<file path="config.mk">
export PLATFORM = sky130hd
export DESIGN_NAME = string_print_arbiter
export DESIGN_NICKNAME = d
export VERILOG_FILES = /design/src/rtl/string_print_arbiter.sv
export SDC_FILE = /design/constraint.sdc
export NUM_CORES = 1
export LEC_CHECK = 0
export CORE_MARGIN = 2
export CORE_UTILIZATION = 44
export CTS_CLUSTER_DIAMETER = 80
export DETAILED_ROUTE_END_ITERATION = 10
export PLACE_DENSITY_LB_ADDON = 0.12
export REMOVE_ABC_BUFFERS = 1
export SETUP_SLACK_MARGIN = 0.05
export SLEW_MARGIN = 25
export SYNTH_ARGS = -nofsm -noshare
export SYNTH_HDL_FRONTEND = slang
export SYNTH_SLANG_ARGS = --single-unit
export TNS_END_PERCENT = 1
</file>
<file path="constraint.sdc">
create_clock -name clk -period 2.8 [get_ports clk]
set_input_delay 0.56 -clock clk [delete_from_list [all_inputs] [get_ports clk]]
set_output_delay 0.56 -clock clk [all_outputs]
set_load 0.005 [all_outputs]
</file>
<file path="src/rtl/string_print_arbiter.sv">
// Round-robin arbiter that streams NUL-terminated ROM strings to a shared UART,
// optionally appending a CRLF string, with a length guard against missing terminators.
module string_print_arbiter #(
  parameter int                N_REQ     = 4,
  parameter int                ADDR_W    = 9,
  parameter logic [ADDR_W-1:0] CRLF_ADDR = {ADDR_W{1'b0}},
  parameter int                MAX_LEN   = 255
) (
  input  logic                      clk,
  input  logic                      resetq,
  input  logic [N_REQ-1:0]          req,
  input  logic [N_REQ*ADDR_W-1:0]   req_addr,
  input  logic [N_REQ-1:0]          req_crlf,
  output logic [N_REQ-1:0]          grant,
  output logic [N_REQ-1:0]          done,
  output logic                      err,
  output logic                      busy,
  output logic [ADDR_W-1:0]         rom_addr,
  input  logic [7:0]                rom_data,
  output logic                      uart_wr,
  input  logic                      uart_busy
);

  localparam int                OWN_W     = (N_REQ > 1) ? $clog2(N_REQ) : 1;
  localparam logic [7:0]        MAX_LEN_B = 8'(MAX_LEN);
  localparam logic [ADDR_W-1:0] ADDR_ONE  = {{(ADDR_W-1){1'b0}}, 1'b1};

  typedef enum logic [1:0] {IDLE = 2'd0, GAP = 2'd1, CHECK = 2'd2} state_t;

  state_t              state_r, state_s;
  logic [OWN_W-1:0]    owner_r, owner_s;
  logic [OWN_W-1:0]    rr_r, rr_s;
  logic                crlf_r, crlf_s;
  logic [ADDR_W-1:0]   addr_r, addr_s;
  logic [7:0]          len_r, len_s;
  logic [N_REQ-1:0]    grant_r, grant_s;
  logic [N_REQ-1:0]    done_r, done_s;
  logic                err_r, err_s;
  logic                wr_r, wr_s;
  logic                busy_r;
  logic                found_s;
  logic [OWN_W-1:0]    pick_s;
  logic [OWN_W-1:0]    cand_s;
  logic [ADDR_W-1:0]   sel_addr_s;
  logic                sel_crlf_s;

  // Next-state and next-output logic; round-robin scan starts just after the last owner.
  always_comb begin
    state_s    = state_r;
    owner_s    = owner_r;
    rr_s       = rr_r;
    crlf_s     = crlf_r;
    addr_s     = addr_r;
    len_s      = len_r;
    grant_s    = {N_REQ{1'b0}};
    done_s     = {N_REQ{1'b0}};
    err_s      = 1'b0;
    wr_s       = 1'b0;
    found_s    = 1'b0;
    pick_s     = rr_r;
    cand_s     = rr_r;
    sel_addr_s = {ADDR_W{1'b0}};
    sel_crlf_s = 1'b0;

    for (int k = 0; k < N_REQ; k++) begin
      cand_s = OWN_W'((int'(rr_r) + 1 + k) % N_REQ);
      if (req[cand_s] && !found_s) begin
        found_s = 1'b1;
        pick_s  = cand_s;
      end else begin
        found_s = found_s;
      end
    end

    for (int i = 0; i < N_REQ; i++) begin
      if (OWN_W'(i) == pick_s) begin
        sel_addr_s = req_addr[i*ADDR_W +: ADDR_W];
        sel_crlf_s = req_crlf[i];
      end else begin
        sel_crlf_s = sel_crlf_s;
      end
    end

    case (state_r)
      IDLE: begin
        if (found_s) begin
          state_s         = GAP;
          owner_s         = pick_s;
          rr_s            = pick_s;
          crlf_s          = sel_crlf_s;
          addr_s          = sel_addr_s;
          len_s           = 8'd0;
          grant_s[pick_s] = 1'b1;
        end else begin
          state_s = IDLE;
        end
      end
      GAP: begin
        state_s = CHECK;
      end
      CHECK: begin
        if (rom_data != 8'h00) begin
          if (len_r == MAX_LEN_B) begin
            done_s[owner_r] = 1'b1;
            err_s           = 1'b1;
            state_s         = IDLE;
          end else if (!uart_busy) begin
            wr_s    = 1'b1;
            addr_s  = addr_r + ADDR_ONE;
            len_s   = len_r + 8'd1;
            state_s = GAP;
          end else begin
            state_s = CHECK;
          end
        end else if (crlf_r) begin
          addr_s  = CRLF_ADDR;
          crlf_s  = 1'b0;
          state_s = GAP;
        end else begin
          done_s[owner_r] = 1'b1;
          state_s         = IDLE;
        end
      end
      default: begin
        state_s = IDLE;
      end
    endcase
  end

  // State and registered outputs, synchronous active-low reset.
  always_ff @(posedge clk) begin
    if (!resetq) begin
      state_r <= IDLE;
      owner_r <= {OWN_W{1'b0}};
      rr_r    <= OWN_W'(N_REQ - 1);
      crlf_r  <= 1'b0;
      addr_r  <= {ADDR_W{1'b0}};
      len_r   <= 8'd0;
      grant_r <= {N_REQ{1'b0}};
      done_r  <= {N_REQ{1'b0}};
      err_r   <= 1'b0;
      wr_r    <= 1'b0;
      busy_r  <= 1'b0;
    end else begin
      state_r <= state_s;
      owner_r <= owner_s;
      rr_r    <= rr_s;
      crlf_r  <= crlf_s;
      addr_r  <= addr_s;
      len_r   <= len_s;
      grant_r <= grant_s;
      done_r  <= done_s;
      err_r   <= err_s;
      wr_r    <= wr_s;
      busy_r  <= (state_s != IDLE);
    end
  end

  assign grant    = grant_r;
  assign done     = done_r;
  assign err      = err_r;
  assign busy     = busy_r;
  assign rom_addr = addr_r;
  assign uart_wr  = wr_r;

endmodule

</file>
==> results_dict.tcl <==
set metrics [dict create \
    status "finished clean" \
    ys_warn_count 0 \
    numCtsBuffers 5 \
    slew_violations 0 \
    worstPathRequired_ns 2.97 \
    dieArea_mm2 0.00499 \
    n_antenna_cell 0 \
    min_path_type "reg -> reg" \
    dp.final_hpwl_um 4190 \
    num_io_pins 75 \
    hold_path.startpoint "len_r[1]" \
    grt_pass1_vias 2055 \
    fin_worst_skew_ns 0.00884 \
    grt_max_degree 15 \
    maxSlewHeadroom 0.484 \
    ir_drop_uv 231 \
    power.switching_w 0.000482 \
    ys_seq_elements 35 \
    yosysTopAreaCell "dfxtp_1" \
    holdPathStages 2 \
    routabilityCongestion 0.846 \
    intPower_w 0.00108 \
    syn2layout_area_growth_pct 48.8 \
    drive_gt1_frac 0.123 \
    clock-root-buffer "clkbuf_8" \
    ys_seq_area_frac 0.358 \
    power.density_mw_per_mm2 538 \
    synthArstFlopShare 0 \
    endpoint_kind "flip-flop" \
    start_util 0.452 \
    die_x_um 70.7 \
    hold_viol_final 0 \
    clockBufferDepth 2 \
    io_buffers 74 \
    pwr-share-seq 0.389 \
    finalCriticalPeriod_ns 2.42 \
    cts_setup_buffers 0 \
    ctsHoldBuffers 0 \
    cts_tree "done" \
    timing.max_cap.violations 0 \
    pwr-share-comb 0.318 \
    clkLatencyLatePin_ns 0.29 \
    setup_ws_ns 0.382 \
    synthFlopType "dfxtp_1" \
    tns_ns 0 \
    syn_inst 247 \
    ff2ff_setup_slack_ns 0.67 \
    period_share 0.864 \
    synth.avg_cell_area_um2 7.92 \
    die_y_um 70.7 \
    crit_path_start_kind "primary input" \
    nets 389 \
    worst_hold_path.endpoint "len_r[1]" \
    drc 0 \
    synth_edf_count 0 \
    cts.clk_slew.worst_paths_ns 0.07 \
    ctsResizeCount 0 \
    drt_iter0_drc 108 \
    rsz0062_at_grt "false" \
    path_max_fanout 13 \
    grt_pass1_wl_um 9160 \
    sw_frac_of_total 0.308 \
    cts_max_level 2 \
    drt-pass1-iter-count 4 \
    n_fill_cell 391 \
    placement_rows 24 \
    dr_total_vias 2115 \
    synth_common_cells "dfxtp_1 (35), nand2_1 (27), o21ai_0 (26), nand3_1 (22), nor2_1 (20)" \
    clock-sinks 35 \
    antenna_found_initial 0 \
    syn-cell-area_mm2 0.00196 \
    arrival_ns 2.59 \
    synthDominantCellAreaShare 0.358 \
    finalSetupViolations 0 \
    grt-ovfl-total 0 \
    rr_startpoint "state_r[1]" \
    pre_cts_slack_ns 0.0840 \
    r2r-end "len_r[7]" \
    ys_types 48 \
    wl_per_cell_um 13.7 \
    synth.most_common_cell "dfxtp_1" \
    synthTopCellsByArea "dfxtp_1 (36%), o21ai_0 (6.7%), nand3_1 (5.6%)" \
    regArea_um2 701 \
    wl_um 5280 \
    criticalPathCategory "in -> reg" \
    r2r_cells 7 \
    multi_input_area_mm2 0.00118 \
    power_leakage_nw 1.08 \
    clkPwrFrac 0.293 \
    antenna_left 0 \
    tightest_slew_ns 0.771 \
    core_area_mm2 0.00432 \
    grt_usage 0.227 \
    fmax_mhz 414 \
    viasPerCell 5.49 \
]
## how the worst max path moves through the flow
stage	slack, ns	end	from
floorplan	0.57	rom_addr[6]	req[3]
CTS	0.38	rom_addr[7]	req[1]
global placement	0.13	rom_addr[7]	req[1]
global route	0.18	rom_addr[3]	req[3]
finish	0.38	rom_addr[0]	req[1]
detailed placement	0.08	rom_addr[0]	req[1]
## routing by layer
layer / global-route usage / vias up / routed length (um)
met3: 0.0456 / 9 / 253
met2: 0.410 / 62 / 2680
met5: 0 / - / 0
li1: - / 1084 / -
met1: 0.268 / 960 / 2250
met4: 0.0818 / 0 / 104
## state kept, by name, summed over array words and instances (netlist names)
name	flops
grant	4
rr_r	2
state_r	2
crlf_r	1
uart_wr	1
busy	1
err	1
len_r	8
done	4
owner_r	2
rom_addr	9
## cell usage in the layout, fill, tap and decap left out, drive strengths merged, types with 5 or more instances in the layout
cell / instances
a21oi: 17
and3: 7
buf: 13
clkbuf: 5
clkdlybuf4s50: 74
dfxtp: 35
mux2: 5
nand2: 27
nand3: 22
nor2: 21
nor3: 12
o21ai: 29
## kinds of logic (layout without fill, tap and decap cells)
group                      Yosys count  count (layout)  synth area share
adders and majority gates            2               2            0.0128
DFF                                 35              35             0.358
xor gates and xnor gates             4               4            0.0179
and+or+nand+nor                    115             115             0.294
AOI/OAI and AO/OA                   69              69             0.228
buffers and inverters               13              99            0.0397
muxes                                9               9            0.0493
## cell type report
cell class                 count  share of cell area
clock buffer                   5              0.0237
clock inverter                 3              0.0151
tap                           52              0.0224
timing repair buffer          87               0.288
multi-input combinational    199               0.405
inverter                       4             0.00516
sequential                    35               0.241
## power by group through the flow
stage                     Combinational (W)  Sequential, W  Clock [W]
after floorplan                    0.000252       0.000608          0
after detailed placement           0.000499       0.000619          0
final                              0.000498       0.000610   0.000458
after global placement             0.000490       0.000618          0
after CTS                          0.000501       0.000609   0.000465
after global routing               0.000555       0.000619   0.000478
## critical path: stages
cell	delay, ns
clkdlybuf4s50_1	0.42
nor4_1	0.51
buf_4	0.21
o32ai_2	0.09
a21oi_2	0.44
nor4_1	0.09
a31oi_1	0.16
o21ai_0	0.11
## through the flow
stage | area, um2 | util | cells | total power [W] | hold WS, ns
global route | 2910 | 0.673 | 385 | 0.00165 | 0.495
detailed placement | 2800 | 0.647 | 377 | 0.00112 | 0.470
CTS | 2910 | 0.673 | 385 | 0.00157 | 0.477
finish | 2910 | 0.673 | 385 | 0.00157 | 0.476
floorplan | 1890 | - | 238 | 0.000860 | 0.436
global placement | 2800 | 0.647 | 377 | 0.00111 | 0.457
(Power assumes the default switching activity.)
